**config.mk**
```make
export PLATFORM = sky130hd
export DESIGN_NAME = spi_slave_os
export DESIGN_NICKNAME = d
export VERILOG_FILES = /design/src/rtl/spi_pkg.sv /design/src/rtl/spi_sync_edge.sv /design/src/rtl/spi_slave_os.sv
export SDC_FILE = /design/constraint.sdc
export NUM_CORES = 1
export LEC_CHECK = 0
export ABC_AREA = 1
export ABC_CLOCK_PERIOD_IN_PS = 2200
export CORE_MARGIN = 8
export CORE_UTILIZATION = 45
export DETAILED_ROUTE_END_ITERATION = 16
export GPL_ROUTABILITY_DRIVEN = 0
export PLACE_DENSITY_LB_ADDON = 0.2
export SYNTH_ARGS = -nofsm -noshare
export SYNTH_HDL_FRONTEND = slang
export SYNTH_SLANG_ARGS = --single-unit
export TNS_END_PERCENT = 5
```
**constraint.sdc**
```tcl
create_clock -name clk -period 2.2 [get_ports clk]
set_input_delay 0.44 -clock clk [delete_from_list [all_inputs] [get_ports clk]]
set_output_delay 0.44 -clock clk [all_outputs]
set_load 0.005 [all_outputs]
```
**src/rtl/spi_pkg.sv**
```systemverilog
// Shared types and constants for the oversampled SPI slave.
package spi_pkg;

  typedef enum logic {
    IDLE   = 1'b0,
    ACTIVE = 1'b1
  } state_e;

  // SPI modes encoded as {CPOL, CPHA}
  localparam logic [1:0] MODE0 = 2'b00;
  localparam logic [1:0] MODE1 = 2'b01;
  localparam logic [1:0] MODE2 = 2'b10;
  localparam logic [1:0] MODE3 = 2'b11;

  // Depth of the metastability synchroniser on every async pin
  localparam int SYNC_STAGES = 2;

endpackage

```
**src/rtl/spi_sync_edge.sv**
```systemverilog
// Synchronises one asynchronous pin into clk and flags its edges.
// The previous-value register sits after the synchroniser, so rise/fall
// are valid two clocks after the pin moves and are acted on at the third.
module spi_sync_edge
  import spi_pkg::*;
#(
  parameter logic RST_VAL = 1'b0
) (
  input  logic clk,
  input  logic clr,
  input  logic pin,
  output logic level,
  output logic rise,
  output logic fall
);

  logic [SYNC_STAGES-1:0] sync_q, sync_d;
  logic                   prev_q, prev_d;

  // Next values of the synchroniser chain and edge-history register
  always_comb begin
    sync_d = {sync_q[SYNC_STAGES-2:0], pin};
    prev_d = sync_q[SYNC_STAGES-1];
  end

  // Registers reset to the pin's idle level so reset release is edge-free
  always_ff @(posedge clk or posedge clr) begin
    if (clr) begin
      sync_q <= {SYNC_STAGES{RST_VAL}};
      prev_q <= RST_VAL;
    end else begin
      sync_q <= sync_d;
      prev_q <= prev_d;
    end
  end

  assign level = sync_q[SYNC_STAGES-1];
  assign rise  = level & ~prev_q;
  assign fall  = ~level & prev_q;

endmodule

```
**src/rtl/spi_slave_os.sv**
```systemverilog
// Oversampled SPI slave: all four modes, configurable width and bit order,
// back-to-back words per frame, TX holding register with ready/write handshake.
module spi_slave_os
  import spi_pkg::*;
#(
  parameter int WIDTH     = 12,
  parameter bit CPOL      = 1'b0,
  parameter bit CPHA      = 1'b0,
  parameter bit MSB_FIRST = 1'b1
) (
  input  logic             clk,
  input  logic             clr,
  input  logic             SCLK,
  input  logic             MOSI,
  input  logic             SS,
  output logic             MISO,
  output logic             MISO_OE,
  input  logic [WIDTH-1:0] TX_DAT,
  input  logic             TX_WE,
  output logic             TX_READY,
  output logic [WIDTH-1:0] RX_DAT,
  output logic             RX_VALID,
  output logic             BUSY,
  output logic             TX_UNDERRUN,
  output logic             FRAME_ERR
);

  localparam int             CW       = (WIDTH > 2) ? $clog2(WIDTH) : 1;
  localparam logic [CW-1:0]  LAST_BIT = CW'(WIDTH - 1);

  logic sclk_lvl, sclk_rise, sclk_fall;
  logic ss_lvl, ss_rise, ss_fall;

  spi_sync_edge #(.RST_VAL(CPOL)) u_sclk_sync (
    .clk   (clk),
    .clr   (clr),
    .pin   (SCLK),
    .level (sclk_lvl),
    .rise  (sclk_rise),
    .fall  (sclk_fall)
  );

  spi_sync_edge #(.RST_VAL(1'b0)) u_ss_sync (
    .clk   (clk),
    .clr   (clr),
    .pin   (SS),
    .level (ss_lvl),
    .rise  (ss_rise),
    .fall  (ss_fall)
  );

  // MOSI needs only a level, aligned in latency with the SCLK edge flags
  logic [SYNC_STAGES-1:0] mosi_sync_q, mosi_sync_d;
  logic                   mosi_s;

  // Next value of the MOSI synchroniser chain
  always_comb begin
    mosi_sync_d = {mosi_sync_q[SYNC_STAGES-2:0], MOSI};
  end

  // MOSI synchroniser
  always_ff @(posedge clk or posedge clr) begin
    if (clr) mosi_sync_q <= '0;
    else     mosi_sync_q <= mosi_sync_d;
  end

  assign mosi_s = mosi_sync_q[SYNC_STAGES-1];

  // Leading edge leaves CPOL, trailing edge returns to it
  logic sclk_edge, lead_ev, trail_ev, sample_ev, shift_ev;
  assign sclk_edge = sclk_rise | sclk_fall;
  assign lead_ev   = sclk_edge & (sclk_lvl != CPOL);
  assign trail_ev  = sclk_edge & (sclk_lvl == CPOL);
  // A sample coinciding with SS rising sees ss_lvl high and is dropped
  assign sample_ev = (CPHA ? trail_ev : lead_ev) & ~ss_lvl;
  assign shift_ev  = CPHA ? lead_ev : trail_ev;

  state_e           state_q, state_d;
  logic [CW-1:0]    bit_cnt_q, bit_cnt_d;
  logic [WIDTH-1:0] rx_shift_q, rx_shift_d;
  logic [WIDTH-1:0] tx_shift_q, tx_shift_d;
  logic [WIDTH-1:0] hold_q, hold_d;
  logic             hold_full_q, hold_full_d;
  logic [WIDTH-1:0] rx_dat_q, rx_dat_d;
  logic             rx_valid_q, rx_valid_d;
  logic             underrun_q, underrun_d;
  logic             frame_err_q, frame_err_d;
  logic             do_load;

  // Frame control, RX assembly, TX shifting and holding-register handshake
  always_comb begin
    state_d     = state_q;
    bit_cnt_d   = bit_cnt_q;
    rx_shift_d  = rx_shift_q;
    tx_shift_d  = tx_shift_q;
    hold_d      = hold_q;
    hold_full_d = hold_full_q;
    rx_dat_d    = rx_dat_q;
    rx_valid_d  = 1'b0;
    underrun_d  = 1'b0;
    frame_err_d = 1'b0;
    do_load     = 1'b0;

    if (TX_WE && !hold_full_q) begin
      hold_d      = TX_DAT;
      hold_full_d = 1'b1;
    end

    case (state_q)
      IDLE: begin
        if (ss_fall) begin
          state_d   = ACTIVE;
          bit_cnt_d = '0;
          do_load   = !CPHA;
        end
      end
      ACTIVE: begin
        if (ss_rise) begin
          state_d     = IDLE;
          bit_cnt_d   = '0;
          frame_err_d = (bit_cnt_q != '0);
        end else begin
          if (sample_ev) begin
            rx_shift_d = MSB_FIRST ? {rx_shift_q[WIDTH-2:0], mosi_s}
                                   : {mosi_s, rx_shift_q[WIDTH-1:1]};
            if (bit_cnt_q == LAST_BIT) begin
              bit_cnt_d  = '0;
              rx_dat_d   = rx_shift_d;
              rx_valid_d = 1'b1;
            end else begin
              bit_cnt_d = bit_cnt_q + CW'(1);
            end
          end
          if (shift_ev) begin
            if (bit_cnt_q == '0) begin
              do_load = 1'b1;
            end else begin
              tx_shift_d = MSB_FIRST ? {tx_shift_q[WIDTH-2:0], 1'b0}
                                     : {1'b0, tx_shift_q[WIDTH-1:1]};
            end
          end
        end
      end
      default: state_d = IDLE;
    endcase

    // Word load: holding register, then same-cycle bypass, else underrun
    if (do_load) begin
      if (hold_full_q) begin
        tx_shift_d  = hold_q;
        hold_full_d = 1'b0;
      end else if (TX_WE) begin
        tx_shift_d  = TX_DAT;
        hold_d      = hold_q;
        hold_full_d = 1'b0;
      end else begin
        tx_shift_d = '0;
        underrun_d = 1'b1;
      end
    end
  end

  // State registers; reset also empties the holding register
  always_ff @(posedge clk or posedge clr) begin
    if (clr) begin
      state_q     <= IDLE;
      bit_cnt_q   <= '0;
      rx_shift_q  <= '0;
      tx_shift_q  <= '0;
      hold_q      <= '0;
      hold_full_q <= 1'b0;
      rx_dat_q    <= '0;
      rx_valid_q  <= 1'b0;
      underrun_q  <= 1'b0;
      frame_err_q <= 1'b0;
    end else begin
      state_q     <= state_d;
      bit_cnt_q   <= bit_cnt_d;
      rx_shift_q  <= rx_shift_d;
      tx_shift_q  <= tx_shift_d;
      hold_q      <= hold_d;
      hold_full_q <= hold_full_d;
      rx_dat_q    <= rx_dat_d;
      rx_valid_q  <= rx_valid_d;
      underrun_q  <= underrun_d;
      frame_err_q <= frame_err_d;
    end
  end

  assign BUSY        = (state_q == ACTIVE);
  assign MISO_OE     = BUSY;
  assign MISO        = BUSY & (MSB_FIRST ? tx_shift_q[WIDTH-1] : tx_shift_q[0]);
  assign TX_READY    = ~hold_full_q;
  assign RX_DAT      = rx_dat_q;
  assign RX_VALID    = rx_valid_q;
  assign TX_UNDERRUN = underrun_q;
  assign FRAME_ERR   = frame_err_q;

endmodule

```
Word level (Yosys, flattened, before mapping)
Cells that the tools add are included.
{"block": "classes", "muxes": 36, "bitwise_logic": 16, "addsub": 1, "n_reduce_logical": 10, "n_eq_ne": 6}
{"op": "$mux W12", "count": 11}
{"op": "$mux W1", "count": 18}
{"op": "$mux W4", "count": 4}
{"op": "$and A1 B1 Y1", "count": 8}
{"op": "$pmux W4 S2", "count": 1}
{"op": "$reduce_and A4 Y1", "count": 2}
{"op": "$not A1 Y1", "count": 7}
{"op": "$ne A3 B3 Y1 const B", "count": 2}
{"op": "$add A4 B1 Y4 const B", "count": 1}
{"op": "$eq A4 B4 Y1 const B", "count": 1}
{"op": "$logic_not A4 Y1", "count": 1}
{"op": "$ne A2 B2 Y1 const B", "count": 2}
{"op": "$pmux W1 S2", "count": 2}
{"op": "$reduce_bool A2 Y1", "count": 2}
{"op": "$reduce_bool A4 Y1", "count": 1}
{"op": "$reduce_and A3 Y1", "count": 1}
{"op": "$ne A2 B1 Y1 const B", "count": 1}
{"op": "$reduce_and A2 Y1", "count": 1}
{"op": "$logic_and A1 B1 Y1", "count": 1}
{"op": "$logic_not A1 Y1", "count": 1}
{"op": "$or A1 B1 Y1", "count": 1}
{"block": "totals", "out_inout_bits": 19, "wordCells": 84, "reg_bits": 64, "inputBits": 18}

Logic depth before layout (Yosys ltp)
{"block": "logic_depth", "word_depth": 9, "depth_mapped": 11, "ltp_nobuf": 10}

Hierarchy
A second synthesis with hierarchy kept.
{"block": "unflattened", "cells_unflattened": 330, "area_unflattened_um2": 2839.0}
{"module": "spi_slave_os", "cells_per_inst": 314, "area_each_um2": 2651.3, "instances": 1, "seq_area_each_um2": 1451.4}
{"module": "spi_sync_edge", "cells_per_inst": 8, "area_each_um2": 93.8, "instances": 2, "seq_area_each_um2": 75.1}

Worst setup path after synthesis
No wires, ideal clock.
{"block": "synth_path", "kind": "register to register", "startpoint": "register bit_cnt_q[0]", "endpoint": "register hold_q[0]", "n_path_buf": 1, "setup_slack_ps": 854, "required_time_ps": 2083, "t_arrival_ps": 1228, "setup_ps": 117, "synth_period_minus_slack_ps": 1346, "stages_incl_launch_ff": 11, "cell_sequence": "dfrtp_1 > inv_1 > ha_1 > nand2_1 > nor2_2 > nand2_4 > nand2_8 > nor2_8 > buf_6 > nand2_1 > o21ai_2"}
{"block": "synth_via", "elab_chain_len": 6, "elab_cells_between_ends": 7, "classes_between": "1 x eq/ne; 5 x mux; 1 x reduce/logical"}
{"item": "from (decl)", "line": "spi_slave_os.sv:79", "source": "logic [CW-1:0] bit_cnt_q, bit_cnt_d;"}
{"item": "from (signal assigned)", "line": "spi_slave_os.sv:178", "source": "bit_cnt_q <= bit_cnt_d;"}
{"item": "$logic_not A4 Y1 (*)", "line": "spi_slave_os.sv:135", "source": "if (bit_cnt_q == '0) begin"}
{"item": "$mux W1 (*)", "line": "spi_slave_os.sv:135"}
{"item": "$mux W1 (*)", "line": "spi_slave_os.sv:134", "source": "if (shift_ev) begin"}
{"item": "$mux W1 (*)", "line": "spi_slave_os.sv:118", "source": "if (ss_rise) begin"}
{"item": "$pmux W1 S2 (*)", "line": "spi_slave_os.sv:109", "source": "case (state_q)"}
{"item": "$ne A3 B3 Y1 (no source line) / $mux W12 (equally long branches)"}
{"item": "to (signal assigned)", "line": "spi_slave_os.sv:181", "source": "hold_q <= hold_d;"}
{"item": "to (decl)", "line": "spi_slave_os.sv:82", "source": "logic [WIDTH-1:0] hold_q, hold_d;"}
Mark *: on every way between the ends. The rest lies on a longest branch, timed or not.
A chain may end at the register's enable or synchronous reset.

Worst setup path in the final report
{"block": "layout_path", "startpoint": "register state_q (netlist: BUSY)", "endpoint": "output MISO"}
{"block": "layout_via", "elab_chain_len": 1}
{"item": "from (decl)", "line": "spi_slave_os.sv:78", "source": "state_e state_q, state_d;"}
{"item": "from (signal assigned)", "line": "spi_slave_os.sv:177", "source": "state_q <= state_d;"}
{"item": "$and A1 B1 Y1", "line": "spi_slave_os.sv:192", "source": "assign MISO = BUSY & (MSB_FIRST ? tx_shift_q[WIDTH-1] : tx_shift_q[0]);"}
{"item": "to (decl)", "line": "spi_slave_os.sv:16", "source": "output logic MISO,"}
Every way passes these cells.

==> metrics <==
status=finished, final reports clean; Async SR Flop Fraction=100%; initial antenna violation count=0; setup_tns=0 ns; synthesized area per cell=8.81 sq um; Final Cell Area=3480 sq um; post-CTS resize count=0; Post-Syn Area=2860 sq um; Logic pwr share=21.1%; crit path cell chain=nand2_1, inv_1, clkdlybuf4s50_1; WL per Instance=12.2 microns; Net Sw Power=927 uW; DRC Markers=0; number of buffers created by CTS=9; Detailed Place HPWL=3610 microns; number of flops mapped to enable cells by yosys=0; first-pass GRT wire length=9320 microns; Starting Density=45.9%; Slew Limit Headroom=74.0%; Final Max Slew Viols=0; Clock Path Buffers=2; pin count of the biggest net entering global routing=65; via-per-instance ratio=4.70; CP arrival=1.48 ns; Max Clk Rate=521 MHz; Pint=2230 uW; depth of the CTS H-tree=3; hold slack=0.350 ns; VDD IR max=586 uV; Final Hold Fails=0; GRT Total Usage=13.1%; DP Worst Slack=0.518 ns; worst reg-to-reg setup slack=0.51 ns; post-CTS setup repair buffer count=0; startpoint types=flop; grt total ovfl=0; post-synth net total=345; final worst slack=0.280 ns; clock share of power=31.4%; final setup vio count=0; clock-pin slew on the worst setup and hold paths=0.07 ns; Worst Setup EP=MISO; nets=382; DRT Pass-1 Iters=4; Iter 0 DRT Violations=141; most frequent cells in the layout=105 x nand2_1, 64 x dfrtp_1, 36 x clkdlybuf4s50_1; Core Util, Final=55.7%; Setup CP Type=reg2out; Die Height=95.8 microns; root buf cell=clkbuf_8; Setup crit start=BUSY; minimum clock period=1.92 ns; port bufs=36; Std-Cell Rows=29; cell depth of the worst setup path=3; share of cells above drive strength 1=12.8%; RSZ-0062 raised after global routing=false; total leakage power=0.00169 uW; slowest CP cell=dfrtp_1; PD cells=909 nW/um^2; I/O pin count=37; Yosys cell types=28; Top FF cell, synth=dfrtp_1; CTS Hold Bufs=0; CTS tree=done; most common cell after layout, fill and taps aside=nand2_1; sequential area share after synthesis=55.9%; CP bufs+invs=2; Seq cells post-synth=64; Worst Skew=0.0106 ns; core box area=6240 sq um; Gate Count Post-Synth=325; Sink Count=64; Required @ worst endpoint=1.76 ns; Final ANT Viol Nets=0; Tightest Pin Transition=0.389 ns; final WL=5420 microns; worst reg2reg path endpoint=hold_q[11]; antenna diode count=0; Largest stage delay, worst path=0.51 ns; Worst Reg-to-Reg Cells=9; switch share=29.3%; Largest delay share family, worst path=buffers and inverters; Die ar.=9170 sq um; R2R Path Start=bit_cnt_q[0]; post-route clock period utilization=87.3%; vias in the first global route=2027; P&R area growth vs syn=21.4%; Synth Warn #=0; CP max FO=8; Critical Path End Type=output port; class of the worst hold path=reg2reg; die width=95.8 microns; placed cell areas=3280 sq um; Seq pwr share=47.5%; MaxCap Viol Count=0; clk_lat worst skew=0.33 ns; via count=2089
## metal layers
layer	vias up	GRT usage, %	part of all wire [%]
met5	-	0	0
met4	0	7.30	2.1
met3	10	3.43	3.1
met2	24	19.4	44
met1	962	17.2	51
li1	1093	-	-
## sequential cells by signal (all words and copies together), names as in the netlist
| register | cells |
|---|---|
| hold_full_q | 1 |
| TX_UNDERRUN | 1 |
| u_ss_sync.prev_q | 1 |
| rx_shift_q | 11 |
| FRAME_ERR | 1 |
| BUSY | 1 |
| RX_VALID | 1 |
| bit_cnt_q | 4 |
| RX_DAT | 12 |
| tx_shift_q | 12 |
| u_sclk_sync.prev_q | 1 |
| hold_q | 12 |
| u_ss_sync.sync_q | 2 |
| mosi_sync_q | 2 |
| u_sclk_sync.sync_q | 2 |
## Yosys cell counts (3+ instances only)
library cell  instances  area, sq um
nor2_1                5         18.8
dfrtp_1              64         1600
o21ai_2              12          105
o21ai_1               3         15.0
inv_2                 3         11.3
nand3_1              27          135
clkbuf_1              5         18.8
inv_1                36          135
o21ai_0              35          175
buf_6                 3         33.8
nand2_1             105          394
buf_2                 5         25.0
## kinds of logic (layout without fill, tap and decap cells)
| logic type | after synthesis | after routing | share of synthesized area (%) |
|---|---|---|---|
| flops | 64 | 64 | 55.9 |
| xor+xnor | 1 | 1 | 0.306 |
| fa+ha+maj | 2 | 2 | 0.874 |
| simple gates | 149 | 149 | 23.1 |
| buf+inv | 56 | 98 | 8.69 |
| compound gates | 53 | 53 | 11.1 |
## how the worst min path moves through the flow
| stage | from | to | cells after the start |
|---|---|---|---|
| global route | mosi_sync_q[0] | mosi_sync_q[1] | 0 |
| floorplan | mosi_sync_q[0] | mosi_sync_q[1] | 0 |
| finish | mosi_sync_q[0] | mosi_sync_q[1] | 0 |
| global placement | mosi_sync_q[0] | mosi_sync_q[1] | 0 |
| detailed placement | mosi_sync_q[0] | mosi_sync_q[1] | 0 |
| CTS | mosi_sync_q[0] | mosi_sync_q[1] | 0 |
## final cells by class
cell class	count	area, sq um
clock buffer	11	141
clock inverter	5	56.3
fill	591	2770
inverter	41	156
multi-input combinational	205	1010
sequential	64	1600
tap	77	96.3
timing repair buffer	41	410
## power by group through the flow
stage | Combinational [uW] | Sequential [uW] | Clock (uW)
after detailed placement | 675 | 1520 | 0
after global placement | 658 | 1510 | 0
after global routing | 769 | 1530 | 1060
final | 666 | 1500 | 992
after CTS | 676 | 1500 | 1020
after floorplan | 521 | 1500 | 0
## through the flow
stage | total power, uW | cells
floorplan | 2020 | 325
global placement | 2170 | 428
detailed placement | 2190 | 428
CTS | 3200 | 444
global route | 3350 | 444
finish | 3160 | 444
(Power assumes the default switching activity.)
==> edit: new RTL, same flow settings <==
Set the package constant `SYNC_STAGES` to 4 (it was 2).
--- a/src/rtl/spi_pkg.sv
+++ b/src/rtl/spi_pkg.sv
@@ -14,5 +14,5 @@
 
   // Depth of the metastability synchroniser on every async pin
-  localparam int SYNC_STAGES = 2;
+  localparam int SYNC_STAGES = 4;
 
 endpackage
Function: changed (a bounded check fails within 10 cycles, from zero or initial values).
==> edit against the unedited design <==
- fmax is 3.2% lower
- via count is 5.5% higher
- synthesized area is 7.9% higher
- wire length is 5.9% higher
- non-clock buffer count is 3 lower
- setup slack worse by 0.064 ns
- critical path depth is 1 lower
- synthesized cell count is 5.2% higher
- power is 16% higher
- cell area is 5.3% higher
- sequential cell count is 6 higher
- worst hold slack hardly changed
- largest cell class unchanged
- largest power group unchanged
- highest routed layer unchanged
==> edit: results (changes against the unedited design) <==
Layout net count = 396 (+3.7%)
Netlist cell types = 29 (+3.6%)
Adder-Cell Fraction of Synth Area = 0.00810 (-0.000637)
Bufs on Longest Clock Path = 2 (unchanged)
Ys flop type = dfrtp_1
HPWL after DPL = 3720 um (+3.2%)
First-pass GRT wire length = 10400 um (+11%)
Pleak = 1.85 nW (+9.1%)
Setup skew after layout = 0.00827 ns (-0.00230 ns)
Largest net degree at the start of global routing = 71 (+9.2%)
Placement Cell Area = 3460 um2 (+5.6%)
Initial antenna violation count = 0 (unchanged)
Outcome = completed
Post-synth EDFFs = 0 (unchanged)
Initial DRC Count = 123 (-13%)
Final setup TNS = 0 ns (unchanged)
Crit-path max cell delay = 0.68 ns (+0.17 ns)
Xor and xnor fraction of the mapped netlist area = 0.00284 (-0.000223)
Synth Net Count = 362 (+4.9%)
Yosys warning count = 0 (unchanged)
Setup bufs post-CTS = 0 (unchanged)
Asr flop ratio synth = 1.00 (unchanged)
H-tree depth = 3 (unchanged)
PortBufs = 36 (unchanged)
Register area share after synthesis = 0.567 (+0.00784)
Total GRT Usage = 0.130 (-0.000863)
Diodes inserted = 0 (unchanged)
Worst vdd ir = 588 uV (+0.18%)
Post-cts sizing count = 0 (unchanged)
Clk slew on worst S/H paths = 0.07 ns (about the same)
Worst Path Arrival = 1.54 ns (+0.06 ns)
Average routed wire per standard cell = 12.5 um (+2.2%)
Worst slew margin = 0.640 (-0.0995)
Final hold violations = 0 (unchanged)
Largest cells by area after synthesis = dfrtp_1 (57%), nand2_1 (19%), nand3_1 (2.9%)
Share of cells above drive strength 1 = 0.147 (+0.0193)
Inserted Clock Buffers = 9 (unchanged)
Crit Path Max Fanout = 15 (+7)
HP Class = register to register
Synth top cells by count = nand2_1 (154), dfrtp_1 (70), inv_1 (20)
Vias = 2203 (+5.5%)
Clock root cell = clkbuf_8
Compound-gate portion of the synthesized area = 0.0656 (-0.0454)
Drt pass-1 iters = 4 (unchanged)
Sw frac = 0.326 (+0.0329)
==> edit: changes by cell type after synthesis, sizes merged, moves of 6 or more <==
cell and delta:
inv -13, nand3 -8, o21ai -24, dfrtp +6
nand2 +59
==> edit: per-layer routing <==
layer	vias up	wire length, um	GRT usage
li1	1124	-	-
met1	1043	2740	0.163
met2	30	2660	0.202
met3	6	273	0.0486
met4	0	72	0.0437
met5	-	0	0
==> edit: logic make-up (layout without fill, tap and decap cells) <==
family | count (synthesis) | count (layout)
simple gates | 197 | 197
flops | 70 | 70
buf+inv | 42 | 80
compound gates | 30 | 30
fa+ha+maj | 2 | 2
xor+xnor | 1 | 1
==> edit: area by class of cell <==
cell class | count | area (um2)
clock buffers | 10 | 138
clock inverters | 5 | 60.1
fillers | 596 | 3060
inverters | 27 | 108
multi-input cells | 230 | 1110
flip-flops and latches | 70 | 1750
well taps | 80 | 100
repair buffers | 38 | 388
==> edit: critical path: cells and delay by family (launching register included) <==
family	cells	cell delay, ns
flip-flops	1	0.68
buffers and inverters	2	0.53
==> edit: path summary, 6_finish.rpt <==
kind,from,end,slack [ns],cells after the start
max in group asynchronous,clr,bit_cnt_q[0],1.35,3
max reg2reg,hold_full_q,hold_q[1],0.52,6
min,u_sclk_sync.sync_q[0],u_sclk_sync.sync_q[1],0.35,0
min in group asynchronous,clr,TX_UNDERRUN,0.54,3
max,hold_full_q,TX_READY,0.22,2
min reg2reg,u_sclk_sync.sync_q[0],u_sclk_sync.sync_q[1],0.35,0
==> edit: power groups by stage <==
stage                     sequential (mW)  clock, mW  combinational [mW]
final                                1.76       1.02               0.876
after global routing                 1.80       1.10                1.03
after CTS                            1.75       1.06               0.888
after detailed placement             1.77          0               0.885
after global placement               1.77          0               0.870
after floorplan                      1.71          0               0.773
==> edit: through the flow <==
| stage | hold WS [ns] | setup WS, ns | total power, mW | std cells | utilization |
|---|---|---|---|---|---|
| 6_report | 0.350 | 0.216 | 3.65 | 460 | 0.545 |
| 5_1_grt | 0.358 | 0.0823 | 3.93 | 460 | 0.545 |
| 4_1_cts | 0.352 | 0.202 | 3.70 | 460 | 0.545 |
| 3_5_place_dp | 0.335 | 0.242 | 2.66 | 445 | 0.515 |
| 3_3_place_gp | 0.331 | 0.283 | 2.64 | 445 | 0.515 |
| 2_1_floorplan | 0.331 | 0.885 | 2.49 | 342 | - |
